$ cat src/rtl/lsu_ctrl.sv
// lsu_ctrl: load/store bus controller with byte-lane steering, load extension and bus timeout.
// Define LSU_MISALIGN_TRAP_EN to trap misaligned accesses instead of aligning them down.
module lsu_ctrl #(
  parameter int TIMEOUT = 64
) (
  input  logic        clk,
  input  logic        reset,
  input  logic        MemReadM,
  input  logic        MemWriteM,
  input  logic [2:0]  LoadPartM,
  input  logic [1:0]  StoreSrcM,
  input  logic [31:0] ALUResultM,
  input  logic [31:0] WriteDataM,
  output logic        DMemReq,
  output logic        DMemWe,
  output logic [31:0] DMemAddr,
  output logic [3:0]  DMemBE,
  output logic [31:0] DMemWData,
  input  logic        DMemGnt,
  input  logic        DMemRValid,
  input  logic [31:0] DMemRData,
  output logic        StallLSU,
  output logic [31:0] ReadDataM,
  output logic        MisalignFault,
  output logic        BusError
);
  localparam int CW = $clog2(TIMEOUT + 1);
  localparam logic [CW-1:0] CNT_LAST = CW'(TIMEOUT - 1);
  localparam logic [CW-1:0] CNT_MAX = CW'(TIMEOUT);
  localparam logic [1:0] SZ_B = 2'd0;
  localparam logic [1:0] SZ_H = 2'd1;
  localparam logic [1:0] SZ_W = 2'd2;
  typedef enum logic [1:0] {IDLE, REQ, WAIT, DONE} state_e;
  state_e state_q, state_d;
  logic st_q, st_d, uns_q, uns_d, req_q, req_d, we_q, we_d, mf_q, mf_d, berr_q, berr_d;
  logic [1:0] sz, sz_q, sz_d, off, off_q, off_d;
  logic [3:0] be, be_q, be_d;
  logic [15:0] lane;
  logic [31:0] wdata, addr_q, addr_d, wdata_q, wdata_d, rdata_q, rdata_d, ld_ext;
  logic [CW-1:0] cnt_q, cnt_d, cnt_inc;
  logic acc, mis_trap, timeout;
  assign acc = MemReadM | MemWriteM;
  // Stores win when both requests are raised; undefined encodings fall through to word.
  always_comb begin
    sz = MemWriteM ? (StoreSrcM == 2'b10 ? SZ_B : StoreSrcM == 2'b01 ? SZ_H : SZ_W)
                   : (LoadPartM[1:0] == 2'b00 ? SZ_B : LoadPartM[1:0] == 2'b01 ? SZ_H : SZ_W);
    off = sz == SZ_B ? ALUResultM[1:0] : sz == SZ_H ? {ALUResultM[1], 1'b0} : 2'b00;
    be = sz == SZ_B ? 4'b0001 << off : sz == SZ_H ? 4'b0011 << off : 4'b1111;
    wdata = sz == SZ_B ? {4{WriteDataM[7:0]}} : sz == SZ_H ? {2{WriteDataM[15:0]}} : WriteDataM;
  end
`ifdef LSU_MISALIGN_TRAP_EN
  assign mis_trap = (sz == SZ_H && ALUResultM[0]) || (sz == SZ_W && ALUResultM[1:0] != 2'b00);
`else
  assign mis_trap = 1'b0;
`endif
  assign lane = 16'(DMemRData >> {off_q, 3'b000});
  assign ld_ext = sz_q == SZ_B ? {{24{~uns_q & lane[7]}}, lane[7:0]}
                : sz_q == SZ_H ? {{16{~uns_q & lane[15]}}, lane[15:0]} : DMemRData;
  assign cnt_inc = cnt_q == CNT_MAX ? cnt_q : cnt_q + CW'(1);
  assign timeout = cnt_q >= CNT_LAST;
  assign StallLSU = ~reset & ((state_q == IDLE & acc) | state_q == REQ | state_q == WAIT);
  always_comb begin
    state_d = state_q;
    st_d = st_q;
    uns_d = uns_q;
    sz_d = sz_q;
    off_d = off_q;
    req_d = req_q;
    we_d = we_q;
    addr_d = addr_q;
    be_d = be_q;
    wdata_d = wdata_q;
    rdata_d = rdata_q;
    cnt_d = cnt_q;
    mf_d = 1'b0;
    berr_d = 1'b0;
    case (state_q)
      IDLE: if (acc) begin
        st_d = MemWriteM;
        uns_d = LoadPartM[2];
        sz_d = sz;
        off_d = off;
        cnt_d = '0;
        if (mis_trap) begin
          state_d = DONE;
          mf_d = 1'b1;
          rdata_d = '0;
        end else begin
          state_d = REQ;
          req_d = 1'b1;
          we_d = MemWriteM;
          addr_d = {ALUResultM[31:2], 2'b00};
          be_d = be;
          wdata_d = wdata;
        end
      end
      REQ: begin
        cnt_d = cnt_inc;
        if (DMemGnt && st_q) begin
          state_d = DONE;
          req_d = 1'b0;
          we_d = 1'b0;
          rdata_d = '0;
        end else if (timeout) begin
          state_d = DONE;
          req_d = 1'b0;
          we_d = 1'b0;
          berr_d = 1'b1;
          rdata_d = '0;
        end else if (DMemGnt) begin
          state_d = WAIT;
          req_d = 1'b0;
          we_d = 1'b0;
        end
      end
      WAIT: begin
        cnt_d = cnt_inc;
        if (DMemRValid) begin
          state_d = DONE;
          rdata_d = ld_ext;
        end else if (timeout) begin
          state_d = DONE;
          berr_d = 1'b1;
          rdata_d = '0;
        end
      end
      default: state_d = IDLE;
    endcase
  end
  always_ff @(posedge clk) begin
    if (reset) begin
      state_q <= IDLE;
      st_q <= 1'b0;
      uns_q <= 1'b0;
      sz_q <= SZ_B;
      off_q <= 2'b00;
      req_q <= 1'b0;
      we_q <= 1'b0;
      addr_q <= '0;
      be_q <= '0;
      wdata_q <= '0;
      rdata_q <= '0;
      cnt_q <= '0;
      mf_q <= 1'b0;
      berr_q <= 1'b0;
    end else begin
      state_q <= state_d;
      st_q <= st_d;
      uns_q <= uns_d;
      sz_q <= sz_d;
      off_q <= off_d;
      req_q <= req_d;
      we_q <= we_d;
      addr_q <= addr_d;
      be_q <= be_d;
      wdata_q <= wdata_d;
      rdata_q <= rdata_d;
      cnt_q <= cnt_d;
      mf_q <= mf_d;
      berr_q <= berr_d;
    end
  end
  assign DMemReq = req_q;
  assign DMemWe = we_q;
  assign DMemAddr = addr_q;
  assign DMemBE = be_q;
  assign DMemWData = wdata_q;
  assign ReadDataM = rdata_q;
  assign MisalignFault = mf_q;
  assign BusError = berr_q;
endmodule

$ cat config.mk
export PLATFORM = sky130hd
export DESIGN_NAME = lsu_ctrl
export DESIGN_NICKNAME = d
export VERILOG_FILES = /design/src/rtl/lsu_ctrl.sv
export SDC_FILE = /design/constraint.sdc
export NUM_CORES = 1
export LEC_CHECK = 0
export ABC_AREA = 1
export BUFFER_PORTS_ARGS = -buffer_cell sky130_fd_sc_hd__buf_2
export CORE_ASPECT_RATIO = 1.5
export CORE_MARGIN = 1.5
export CORE_UTILIZATION = 50
export CTS_BUF_LIST = sky130_fd_sc_hd__clkbuf_16
export CTS_CLUSTER_DIAMETER = 60
export CTS_CLUSTER_SIZE = 40
export DETAILED_ROUTE_END_ITERATION = 8
export GPL_TIMING_DRIVEN = 1
export PLACE_DENSITY_LB_ADDON = 0.12
export REMOVE_ABC_BUFFERS = 1
export SLEW_MARGIN = 20
export SYNTH_ARGS = -nofsm -noshare
export SYNTH_HDL_FRONTEND = slang
export SYNTH_SLANG_ARGS = --single-unit
export TNS_END_PERCENT = 1
$ cat constraint.sdc
create_clock -name clk -period 2.8 [get_ports clk]
set_input_delay 0.14 -clock clk [delete_from_list [all_inputs] [get_ports clk]]
set_output_delay 0.14 -clock clk [all_outputs]
set_load 0.02 [all_outputs]
; ---- Word level (Yosys, flattened, before mapping)
; Cells that the tools add are included.
[classes]
addsub = 1
n_lt_le_gt_ge = 1
div = 0
n_bitwise = 9
eq_ne = 12
shifts = 3
mux = 38
n_reduce_logical = 13
n_mul = 0
[op_table]
columns = cell, count
row1 = $mux 32, 7
row2 = $pmux 32 s2, 1
row3 = $shr 32x5->16, 1
row4 = $mux 2, 13
row5 = $mux 7, 2
row6 = $pmux 7 s2, 1
row7 = $eq 2x1->1 const B, 5
row8 = $reduce_and 3->1, 3
row9 = $logic_not 2->1, 4
row10 = $mux 1, 8
row11 = $mux 4, 2
row12 = $add 7x1->7 const B, 1
row13 = $eq 7x7->1 const B, 1
row14 = $ge 7x6->1 const B, 1
row15 = $pmux 1 s2, 3
row16 = $pmux 2 s3, 1
row17 = $reduce_bool 2->1, 3
row18 = $and 1x1->1, 4
row19 = $eq 2x2->1 const B, 2
row20 = $ne 2x2->1 const B, 2
row21 = $ne 4x3->1 const B, 1
row22 = $shl 1x2->4 const A, 1
row23 = $shl 2x2->4 const A, 1
row24 = $ne 3x3->1 const B, 1
row25 = 5 further kinds, 8
[word_totals]
latchBits = 0
regBits = 116
ramBits = 0
rom_bits = 0
in_bits = 107
word_cells = 90
out_inout_bits = 105
memories = 0

; ---- Logic depth before layout (Yosys ltp)
; Gate-level depths: netlist of the first run.
[depth]
ltp_word = 10
mapped_depth = 11
depth_no_buf = 10

; ---- Least setup slack after synthesis of the first run
; No wires, ideal clock.
[synth_timing]
kind = register to output
from = register state_q[0]
to = output port StallLSU
n_path_buf = 3
t_arrival_ps = 1632
setup_slack_ps = 1028
stages_incl_launch_ff = 10
path_cell_list = dfxtp_1 > inv_1 > ha_1 > inv_1 > nor2_4 > buf_6 > inv_2 > buf_6 > buf_2 > a31oi_1
[synth_via]
elab_chain_cells = 5
elab_cells_between_ends = 7
classes_between = 2 x eq/ne / 4 x bitwise / 1 x reduce/logical
[synth_lines]
columns = element, line
row1 = start: declaration, 34  ; state_e state_q, state_d;
row2 = start signal: assignment, 147  ; state_q <= state_d;
row3 = $logic_not 2->1, 61  ; assign StallLSU = ~reset & ((state_q == IDLE & acc) | state_q == REQ | state_q == WAIT);
row4 = $and 1x1->1, 61
row5 = $or 1x1->1, 61
row6 = $or 1x1->1 (*), 61
row7 = $and 1x1->1 (*), 61
row8 = end: declaration, 22  ; output logic StallLSU,
; Mark *: on every way between the ends. The rest lies on a longest branch, timed or not.

; ---- Final worst setup path of the first run
[layout_timing]
from = register off_q[0]
to = register rdata_q[18] (netlist: ReadDataM[18])
[layout_via]
elab_chain_cells = 6
elab_cells_between_ends = 7
classes_between = 1 x shift / 4 x mux / 2 x bitwise
[layout_lines]
columns = element, line
row1 = start: declaration, 36  ; logic [1:0] sz, sz_q, sz_d, off, off_q, off_d;
row2 = start signal: assignment, 136  ; off_q <= 2'b00;
row3 = start signal: assignment, 151  ; off_q <= off_d;
row4 = $shr 32x5->16 (*), 56  ; assign lane = 16'(DMemRData >> {off_q, 3'b000});
row5 = $and 1x1->1, 58  ; : sz_q == SZ_H ? {{16{~uns_q & lane[15]}}, lane[15:0]} : DMemRData;
row6 = $mux 32, 58
row7 = $mux 32 (*), 57  ; assign ld_ext = sz_q == SZ_B ? {{24{~uns_q & lane[7]}}, lane[7:0]}
row8 = $mux 32 (*), 118  ; if (DMemRValid) begin
row9 = $pmux 32 s2 (*), 77  ; case (state_q)
row10 = end signal: assignment, 157  ; rdata_q <= rdata_d;
row11 = end: declaration, 39  ; logic [31:0] wdata, addr_q, addr_d, wdata_q, wdata_d, rdata_q, rdata_d, ld_ext;
; Marked as above.
; A chain may end at the register's enable or synchronous reset.

==> summary.json, run 1 <==
{
  "sta": {
    "worst_slew_pin_tran_ps": 812.5,
    "hold_viol": 0,
    "timing.final.crit_share_pct": 76.60,
    "layout_min_cycle_time_ps": 2145,
    "unrepaired_setup_endpoints_after_global_routing": "false",
    "setup_violations": 0,
    "report.final.slew_viol_count": 0,
    "final.setup.worst_slack_ps": 655.2,
    "max-slew-margin-rel_pct": 45.63,
    "setup_tns_final_ps": 0,
    "max_freq_mhz": 466.2,
    "final.setup_skew_ps": 5.281
  },
  "synth": {
    "synth_cell_type_count": 38,
    "syn_inst": 845,
    "syn_avg_cell_area_um2": 6.842,
    "ys_seq_area_share_pct": 40.16,
    "ff_latch_count_synth": 116,
    "synth_top_area_share_pct": 40.16,
    "mappedNetlistArea_um2": 5782,
    "top_post_synthesis_cells_by_area": "sky130_fd_sc_hd__dfxtp_1 (40%), sky130_fd_sc_hd__nand2_1 (12%), sky130_fd_sc_hd__o21ai_0 (9.3%)",
    "yosys_warning_total": 0,
    "yosysTopAreaCell": "sky130_fd_sc_hd__dfxtp_1"
  },
  "worst_setup_path": {
    "critical_path.startpoint_type": "flop",
    "cpPeakStageDelay_ps": 540,
    "reg2regPathDepth": 7,
    "sort_of_element_at_the_end_of_the_critical_path": "flop",
    "rr_startpoint": "off_q[0]",
    "cp.buffers_inverters": 1,
    "critPathTopFamily": "simple AND/OR/NAND/NOR gates",
    "timing.critical_path.required_ps": 3100,
    "critical_path.cell_chain": "clkinv_1, nand2_1, nand3_1, nand3_2, nand4_1, nand2_1, a21oi_1",
    "critical_path_peak_fanout": 24,
    "critPathLaunch": "off_q[0]",
    "timing.critical_path.mode_cell": "sky130_fd_sc_hd__nand2_1",
    "critical_path_depth": 7,
    "worst-setup-path-type": "reg -> reg",
    "worst_ep_arrival_time_ps": 2450,
    "timing.critical_path.slowest_stage_cell": "sky130_fd_sc_hd__dfxtp_1"
  },
  "placed_design": {
    "gp_congestion": 0.8762,
    "port_buffer_count": 208,
    "dp_hpwl_um": 11860,
    "pre_cts_slack_ps": 725.4
  },
  "pwr": {
    "p_switching_w": 0.003677,
    "power.share.switching_pct": 44.07,
    "combinationalPowerShare_pct": 45.1,
    "peakVddDrop_uv": 716.7,
    "internal_power_w": 0.004665,
    "share_clk_of_total_power_pct": 25.6,
    "power-per-cell-area_nw_per_um2": 1073,
    "power.leakage_nw": 3.848,
    "power_frac_seq_pct": 29.3
  },
  "finish": {
    "finalNetCount": 1180,
    "drive_gt1_share_pct": 25.60,
    "layout.area.seq_um2": 2322,
    "areaGrowthSynthToFinish_pct": 34.52,
    "fillCellCount": 970,
    "multi_input_gate_area_um2": 2959
  },
  "clocking": {
    "clock-root-buffer": "sky130_fd_sc_hd__clkbuf_16",
    "worst_skew_pair.late_latency_ps": 410,
    "postCtsSetupRepairBufs": 0,
    "clk_pin_slew_ps": 60,
    "post_cts.resized_instances": 0,
    "tritoncts": "done",
    "cts-root-to-sink-buffers": 2,
    "htreeDepth": 4,
    "clock_sink_count": 116,
    "cts-buffers-inserted": 17
  },
  "global_route": {
    "first_global_vias": 6267,
    "track_usage_pct": 29.41,
    "grt_start_max_net_pins": 84,
    "number_of_antenna_violations_at_the_first_check_in_global_routing": 0,
    "grt_first_pass_wirelength_um": 29150,
    "gr-total-overflow": 0
  },
  "floorplan": {
    "boundaryPins": 212,
    "floorplan.die.height_um": 134.7,
    "floorplan.die.width_um": 90.80,
    "rows": 47,
    "design.die.area_um2": 12230,
    "fp.coreArea_um2": 11170,
    "floorplan.initialDensity_pct": 51.75
  },
  "drt": {
    "detail_route.wirelength_um": 18060,
    "iteration_0_drc_markers": 313,
    "vias_per_cell": 5.423,
    "ant_nets": 0,
    "via_total_after_detailed_routing": 6648,
    "drcViolationCount": 0,
    "drt_first_pass_iters": 5,
    "wl_per_cell_um": 14.73
  },
  "hold_path": {
    "worstHoldPathType": "in -> reg",
    "hp-start": "WriteDataM[21]",
    "timing.hold.worst_path_depth": 5
  },
  "status": {
    "outcome": "finished, final reports clean"
  },
  "job": {
    "maxCapViolCount": 0
  }
}
-- logic make-up (layout without fill, tap and decap cells) --
group / count (synthesis) / in the layout / synth area share [%]
AOI/OAI and AO/OA: 203 / 203 / 19.43
xor gates and xnor gates: 1 / 1 / 0.1515
adders and majority gates: 7 / 7 / 1.515
buffers and inverters: 115 / 346 / 8.786
DFF: 116 / 116 / 40.16
other: 1 / 4 / 0.06486
and+or+nand+nor: 402 / 402 / 29.89
-- worst paths after layout --
| check | end | slack (ps) |
|---|---|---|
| hold / removal | DMemWData[21] | 10 |
| setup reg to reg | ReadDataM[18] | 660 |
| setup / recovery | ReadDataM[18] | 660 |
| hold reg to reg | ReadDataM[9] | 460 |
-- power groups by stage --
| stage | Combinational (W) | Sequential [W] | Clock, W |
|---|---|---|---|
| 6_report | 0.00376 | 0.00245 | 0.00214 |
| 5_1_grt | 0.00420 | 0.00250 | 0.00222 |
| 4_1_cts | 0.00375 | 0.00243 | 0.00216 |
| 2_1_floorplan | 0.00194 | 0.00299 | 0 |
| 3_3_place_gp | 0.00366 | 0.00246 | 0 |
| 3_5_place_dp | 0.00369 | 0.00246 | 0 |
-- cells in the mapped netlist (all sizes together) --
| master | instances |
|---|---|
| nor3 | 4 |
| clkbuf | 28 |
| and3 | 2 |
| a21oi | 54 |
| dfxtp | 116 |
| nand3 | 76 |
| o211ai | 17 |
| a22oi | 1 |
| xor2 | 1 |
| clkinv | 2 |
| o22ai | 1 |
| o21bai | 1 |
| o21a | 2 |
| a41oi | 8 |
| nand3b | 1 |
| a31oi | 9 |
| a211oi | 1 |
| nand4 | 16 |
| nor2 | 106 |
| nand2 | 197 |
| conb | 1 |
| ha | 7 |
| inv | 55 |
| o21ai | 109 |
| buf | 30 |
-- per-layer routing --
metal	GRT usage [%]	vias to the layer above	wire, um
met1	34.33	3020	7024
met2	48.66	317	8940
met5	0	-	0
li1	-	3259	-
met4	14.50	0	566
met3	9.291	52	1526
-- worst register-to-register path: cells and delay by family (launching register included) --
| kind | cells | cell delay [ps] |
|---|---|---|
| compound gates | 1 | 50 |
| buf+inv | 1 | 450 |
| flops | 1 | 540 |
| simple gates | 5 | 1000 |
-- layout make-up --
class	instances	area share [%]
diodes	1	0.03218
clock buffers	17	5.470
clock inverters	14	2.011
inverters	57	2.783
multi-input cells	616	38.05
flip-flops and latches	116	29.86
well taps	147	2.365
repair buffers	258	19.43
-- placed cells by master, fill, tap and decap left out, types with 2 or more instances in the layout --
cell type,n
sky130_fd_sc_hd__clkinv_4,4
sky130_fd_sc_hd__inv_2,8
sky130_fd_sc_hd__buf_2,208
sky130_fd_sc_hd__dlygate4sd3_1,38
sky130_fd_sc_hd__nor2_1,100
sky130_fd_sc_hd__a31oi_1,9
sky130_fd_sc_hd__clkbuf_16,17
sky130_fd_sc_hd__nand2_2,5
sky130_fd_sc_hd__a41oi_1,8
sky130_fd_sc_hd__clkinv_1,2
sky130_fd_sc_hd__nor2_2,2
sky130_fd_sc_hd__nor3_1,3
sky130_fd_sc_hd__nand2_1,192
sky130_fd_sc_hd__inv_6,3
sky130_fd_sc_hd__nand3_1,75
sky130_fd_sc_hd__ha_1,7
sky130_fd_sc_hd__and3_1,2
sky130_fd_sc_hd__dfxtp_1,116
sky130_fd_sc_hd__o21a_1,2
sky130_fd_sc_hd__nand4_1,15
sky130_fd_sc_hd__o21ai_1,2
sky130_fd_sc_hd__bufinv_16,2
sky130_fd_sc_hd__conb_1,3
sky130_fd_sc_hd__nor2_4,4
sky130_fd_sc_hd__clkinvlp_4,4
sky130_fd_sc_hd__buf_4,12
sky130_fd_sc_hd__inv_1,46
sky130_fd_sc_hd__o21ai_0,107
sky130_fd_sc_hd__o211ai_1,16
sky130_fd_sc_hd__a21oi_1,54
-- metrics by stage --
step / power [W] / utilization [%] / cells / instance area, um2 / hold WS (ps)
final: 0.008342 / 69.61 / 1226 / 7777 / 10.98
after global routing: 0.008917 / 69.59 / 1225 / 7775 / 16.61
after CTS: 0.008341 / 69.59 / 1225 / 7775 / 0.9812
after detailed placement: 0.006144 / 60.97 / 1156 / 6813 / 367.2
after global placement: 0.006115 / 60.97 / 1156 / 6813 / 360.0
after floorplan: 0.004932 / - / 789 / 5498 / 209.1
-- registers in the layout, summed over array words and instances, names as in the netlist --
register,cells
DMemAddr,30
cnt_q,7
st_q,1
DMemWe,1
DMemWData,32
uns_q,1
off_q,2
DMemReq,1
sz_q,2
state_q,2
DMemBE,4
ReadDataM,32
BusError,1
-- repair_timing --
action	in CTS	in global routing
hold endpoints to repair	38	0
hold buffers	38	0
endpoints found under the setup margin	0	0
Power figures use the tool's default switching activity.
==> inputs of run 2 (changes only) <==
- ABC_AREA: 1 -> 0
- clock period: 2.8 -> 2 ns (I/O delays scaled with it)
==> run 2 against run 1 <==
  * Hold slack improved by 20 ps
  * Worst setup slack got worse by 530 ps
  * Total power increased by 27%
  * Non-clock buffer count increased by 41
  * First-iteration DRC count decreased by 9.3%
  * Critical endpoint is now cnt_q[2]
==> summary.json, run 2 <==
{
  "status": {
    "outcome": "finished, final reports clean"
  },
  "pwr": {
    "peakVddDrop_uv": 833.9,
    "combinationalPowerShare_pct": 41.4,
    "power_frac_seq_pct": 30.6,
    "power.leakage_nw": 3.700,
    "share_clk_of_total_power_pct": 28.0,
    "p_switching_w": 0.004276,
    "internal_power_w": 0.006342,
    "power.share.switching_pct": 40.27,
    "power-per-cell-area_nw_per_um2": 1296
  },
  "synth": {
    "syn_avg_cell_area_um2": 7.782,
    "ff_latch_count_synth": 116,
    "mappedNetlistArea_um2": 5743,
    "ys_seq_area_share_pct": 40.44,
    "synth_cell_type_count": 52,
    "syn_inst": 738,
    "yosysMostFrequentCell": "sky130_fd_sc_hd__nand2_1",
    "top_post_synthesis_cells_by_area": "sky130_fd_sc_hd__dfxtp_1 (40%), sky130_fd_sc_hd__nand2_1 (9.0%), sky130_fd_sc_hd__a21oi_1 (5.8%)",
    "synthFlopType": "sky130_fd_sc_hd__dfxtp_1",
    "synth_top_area_share_pct": 40.44,
    "async_sr_flop_fraction_pct": 0,
    "yosys_warning_total": 0,
    "netlist_top_cells_count": "sky130_fd_sc_hd__nand2_1 (138), sky130_fd_sc_hd__dfxtp_1 (116), sky130_fd_sc_hd__a21oi_1 (66)",
    "synth-edff-count": 0,
    "yosysTopAreaCell": "sky130_fd_sc_hd__dfxtp_1"
  },
  "finish": {
    "layout_common_cells": "sky130_fd_sc_hd__buf_2 (208), sky130_fd_sc_hd__nand2_1 (138), sky130_fd_sc_hd__dfxtp_1 (116)",
    "areaGrowthSynthToFinish_pct": 42.64,
    "finalNetCount": 1111,
    "drive_gt1_share_pct": 30.30,
    "antennaDiodeCount": 0,
    "final_cells": 1157,
    "fillCellCount": 816,
    "layout_commonest_cell": "sky130_fd_sc_hd__buf_2"
  },
  "sta": {
    "worst_slew_pin_tran_ps": 807.6,
    "setup_violations": 0,
    "unrepaired_setup_endpoints_after_global_routing": "false",
    "timing.final.crit_share_pct": 93.91,
    "final.setup_skew_ps": 9.561,
    "setup_tns_final_ps": 0,
    "report.final.slew_viol_count": 0,
    "max-slew-margin-rel_pct": 45.87,
    "hold_viol": 0,
    "max_freq_mhz": 532.4,
    "layout_min_cycle_time_ps": 1878
  },
  "floorplan": {
    "design.die.area_um2": 12150,
    "boundaryPins": 212,
    "rows": 47,
    "floorplan.die.width_um": 90.51,
    "floorplan.initialDensity_pct": 51.67,
    "fp.coreArea_um2": 11110,
    "floorplan.die.height_um": 134.3
  },
  "drt": {
    "detail_route.wirelength_um": 17970,
    "wl_per_cell_um": 15.53,
    "ant_nets": 0,
    "iteration_0_drc_markers": 284,
    "drcViolationCount": 0,
    "drt_first_pass_iters": 5,
    "via_total_after_detailed_routing": 6336,
    "vias_per_cell": 5.476
  },
  "hold_path": {
    "hp-start": "DMemRData[31]",
    "worstHoldPathType": "in -> reg"
  },
  "global_route": {
    "number_of_antenna_violations_at_the_first_check_in_global_routing": 0,
    "grt_first_pass_wirelength_um": 28840,
    "first_global_vias": 6044,
    "gr-total-overflow": 0,
    "grt_start_max_net_pins": 93,
    "track_usage_pct": 29.21
  },
  "clocking": {
    "postCtsSetupRepairBufs": 0,
    "clk_pin_slew_ps": 50,
    "clock_sink_count": 116,
    "worst_skew_pair.late_latency_ps": 410,
    "htreeDepth": 4,
    "cts-root-to-sink-buffers": 2,
    "cts-buffers-inserted": 17,
    "tritoncts": "done",
    "clock-root-buffer": "sky130_fd_sc_hd__clkbuf_16"
  },
  "placed_design": {
    "dp_hpwl_um": 12050,
    "gp_congestion": 0.8740,
    "port_buffer_count": 208,
    "placed_cells": 1062
  },
  "worst_setup_path": {
    "r2r_setup_slack_ps": 120,
    "sort_of_element_at_the_end_of_the_critical_path": "flop",
    "critical_path.startpoint_type": "flop",
    "rr_startpoint": "state_q[0]",
    "critPathLaunch": "state_q[0]",
    "critical_path_peak_fanout": 8,
    "timing.critical_path.required_ps": 2300,
    "worst_ep_arrival_time_ps": 2170,
    "worst-setup-path-type": "reg -> reg"
  },
  "job": {
    "maxCapViolCount": 0
  }
}
-- run 2: path summary, 6_finish.rpt --
check                                endpoint  depth (start not counted)
worst max register to register       cnt_q[2]                          7
worst min register to register   DMemWData[4]                          2
worst max-delay path                 cnt_q[2]                          7
worst min-delay path            ReadDataM[31]                          3
-- run 2: layout make-up --
cell class | count | area, um2 | area share, %
clock buffer | 17 | 425.4 | 5.193
clock inverter | 15 | 157.7 | 1.925
inverter | 16 | 60.06 | 0.7332
multi-input combinational | 547 | 3110 | 37.97
sequential | 116 | 2322 | 28.35
tap | 147 | 183.9 | 2.245
timing repair buffer | 299 | 1932 | 23.58
-- run 2: repair_timing --
item / 4_1_cts / 5_1_grt
endpoints found under the setup margin: 6 / 3
hold buffers: 63 / 0
hold endpoints to repair: 63 / 0
gates resized for setup: 1 / 2
pin swaps: 0 / 1
-- run 2: logic make-up after synthesis --
family,after synthesis,share of synthesized area [%]
fa+ha+maj,7,1.525
simple gates,288,23.57
flops,116,40.44
mux,12,2.375
compound gates,232,25.19
xor+xnor,5,0.7625
other cells,1,0.06530
buf+inv,77,6.079
-- run 2: per-stage QoR --
step | cell area [um2] | utilization (%) | hold WS, ps | power, W | setup WS (ps)
final | 8192 | 73.70 | 30.76 | 0.01062 | 121.8
after global routing | 8192 | 73.70 | 31.59 | 0.01126 | 42.40
after CTS | 8182 | 73.61 | 25.55 | 0.01060 | 14.13
after detailed placement | 6965 | 62.67 | 349.0 | 0.007512 | -4.488
after global placement | 6965 | 62.67 | 339.9 | 0.007393 | 60.86
after floorplan | 5461 | - | 169.1 | 0.005715 | -2112
-- run 2: critical path: stages, from the launching register on --
cell	delay [ps]
sky130_fd_sc_hd__dfxtp_1	390
sky130_fd_sc_hd__inv_1	90
sky130_fd_sc_hd__ha_2	340
sky130_fd_sc_hd__and4b_1	230
sky130_fd_sc_hd__a211oi_4	370
sky130_fd_sc_hd__nand2_1	130
sky130_fd_sc_hd__xor2_1	170
sky130_fd_sc_hd__nor2_1	60
-- run 2: power groups by stage --
stage                     registers (W)  logic (W)  clock network (W)
final                           0.00325    0.00439            0.00297
after global routing            0.00331    0.00481            0.00313
after CTS                       0.00324    0.00434            0.00302
after detailed placement        0.00327    0.00424                  0
after global placement          0.00325    0.00414                  0
after floorplan                 0.00374    0.00197                  0
-- run 2: layer usage --
layer / track usage (%) / routed length [um] / vias to the layer above
li1: - / - / 3095
met1: 32.77 / 6876 / 2925
met2: 51.88 / 9361 / 283
met3: 7.086 / 1260 / 33
met4: 13.14 / 473 / 0
met5: 0 / 0 / -
==> inputs of run 3 (changes only) <==
- clock period: 2 -> 2.17 ns (I/O delays scaled with it)
==> run 3 against run 2 <==
  * Total power fell by 6.9%
  * Non-clock buffer count fell by 7
  * Fmax fell by 3.7%
  * Global-route usage rose by 0.65 points
  * Cell count fell by 0.61%
  * Sequential power fell by 8.6%
  * Critical path depth fell by 1
  * First-iteration DRC count rose by 14%
  * Via count rose by 0.25%
  * Critical path type unchanged
  * Highest routed layer unchanged
==> summary.json, run 3 (synthesized netlist as in run 2, its figures left out) <==
{
  "drt": {
    "ant_nets": 0,
    "wl_per_cell_um": 15.99,
    "detail_route.wirelength_um": 18380,
    "via_total_after_detailed_routing": 6352,
    "iteration_0_drc_markers": 324,
    "vias_per_cell": 5.523,
    "drt_first_pass_iters": 5,
    "drcViolationCount": 0
  },
  "clocking": {
    "post_cts.resized_instances": 0,
    "cts-root-to-sink-buffers": 2,
    "clock_sink_count": 116,
    "worst_skew_pair.late_latency_ps": 410,
    "postCtsHoldBufs": 63,
    "htreeDepth": 4,
    "postCtsSetupRepairBufs": 0,
    "clock-root-buffer": "sky130_fd_sc_hd__clkbuf_16",
    "cts-buffers-inserted": 17,
    "clk_pin_slew_ps": 60,
    "tritoncts": "done"
  },
  "placed_design": {
    "placed_cells": 1055,
    "pre_cts_slack_ps": 235.9,
    "port_buffer_count": 208,
    "dp_hpwl_um": 12030,
    "gp_congestion": 0.8794
  },
  "floorplan": {
    "fp.coreArea_um2": 11110,
    "floorplan.die.height_um": 134.3,
    "boundaryPins": 212,
    "floorplan.initialDensity_pct": 51.67,
    "design.die.area_um2": 12150,
    "rows": 47,
    "floorplan.die.width_um": 90.51
  },
  "pwr": {
    "peakVddDrop_uv": 869.0,
    "power.leakage_nw": 3.676,
    "power-per-cell-area_nw_per_um2": 1217
  },
  "sta": {
    "hold_viol": 0,
    "max-slew-margin-rel_pct": 50.53,
    "final.setup_skew_ps": 7.707,
    "max_freq_mhz": 512.8,
    "worst_slew_pin_tran_ps": 738.0,
    "report.final.slew_viol_count": 0,
    "layout_min_cycle_time_ps": 1950,
    "final.setup.worst_slack_ps": 220.1,
    "timing.final.crit_share_pct": 89.86,
    "unrepaired_setup_endpoints_after_global_routing": "false",
    "setup_violations": 0
  },
  "worst_setup_path": {
    "critical_path_peak_fanout": 23,
    "r2r_setup_slack_ps": 220,
    "worst-setup-path-type": "reg -> reg",
    "reg2regPathDepth": 6,
    "rr_startpoint": "off_q[1]",
    "sort_of_element_at_the_end_of_the_critical_path": "flop",
    "worst_ep_arrival_time_ps": 2280,
    "critical_path.startpoint_type": "flop",
    "endpoint_of_the_worst_register_to_register_path": "ReadDataM[2]",
    "timing.critical_path.required_ps": 2500,
    "critPathLaunch": "off_q[1]"
  },
  "finish": {
    "layout_common_cells": "sky130_fd_sc_hd__buf_2 (208), sky130_fd_sc_hd__nand2_1 (138), sky130_fd_sc_hd__dfxtp_1 (116)",
    "drive_gt1_share_pct": 29.71,
    "layout_commonest_cell": "sky130_fd_sc_hd__buf_2",
    "final_cells": 1150,
    "antennaDiodeCount": 0,
    "finalNetCount": 1104,
    "areaGrowthSynthToFinish_pct": 41.44
  },
  "status": {
    "outcome": "finished, final reports clean"
  },
  "global_route": {
    "number_of_antenna_violations_at_the_first_check_in_global_routing": 0,
    "first_global_vias": 6230,
    "gr-total-overflow": 0,
    "track_usage_pct": 29.87,
    "grt_first_pass_wirelength_um": 29620,
    "grt_start_max_net_pins": 93
  },
  "hold_path": {
    "hp-start": "DMemRData[15]",
    "worstHoldPathType": "in -> reg",
    "min_delay_worst_endpoint": "ReadDataM[15]",
    "timing.hold.worst_path_depth": 3
  },
  "job": {
    "maxCapViolCount": 0
  }
}
run 3: worst max path at each step:
stage	endpoint	slack [ps]	depth (start not counted)
finish	ReadDataM[2]	220	6
global route	ReadDataM[2]	70	7
CTS	ReadDataM[8]	220	7
detailed placement	ReadDataM[8]	240	7
global placement	ReadDataM[13]	290	7
floorplan	DMemWData[25]	-1940	6
run 3: report_power, final:
group | leakage, nW | internal (W) | switching (W)
registers | 0.954 | 0.00265 | 0.000323
logic | 2.43 | 0.00140 | 0.00257
clock network | 0.293 | 0.00184 | 0.00110
run 3: cell type report:
| cell class | instances | area, um2 |
|---|---|---|
| Sequential cell | 116 | 2322 |
| Fill cell | 861 | 2992 |
| Timing Repair Buffer | 292 | 1842 |
| Inverter | 16 | 60.06 |
| Multi-Input combinational cell | 547 | 3098 |
| Tap cell | 147 | 183.9 |
| Clock inverter | 15 | 191.4 |
| Clock buffer | 17 | 425.4 |
run 3: layer usage:
metal / GRT usage [%] / part of all wire, %
met1: 33.11 / 38
met2: 53.26 / 52
met3: 6.746 / 7.3
met4: 14.73 / 3.1
met5: 0 / 0
run 3: metrics by stage:
stage	cell area [um2]	power (W)	TNS [ps]	utilization, %	hold WS [ps]
after floorplan	5461	0.005374	-124630	-	177.6
after global placement	6875	0.006701	0	61.86	348.1
after detailed placement	6875	0.006819	0	61.86	355.3
after CTS	8123	0.009849	0	73.08	22.00
after global routing	8123	0.01043	0	73.08	70.16
final	8123	0.009881	0	73.08	26.15
run 3: critical path, cell delays in order, from the launching register on:
cell and delay (ps):
sky130_fd_sc_hd__dfxtp_1 450, sky130_fd_sc_hd__buf_4 300, sky130_fd_sc_hd__nor2b_1 540, sky130_fd_sc_hd__a22oi_1 200
sky130_fd_sc_hd__nor2_1 140, sky130_fd_sc_hd__a21oi_1 70, sky130_fd_sc_hd__o2bb2ai_1 170
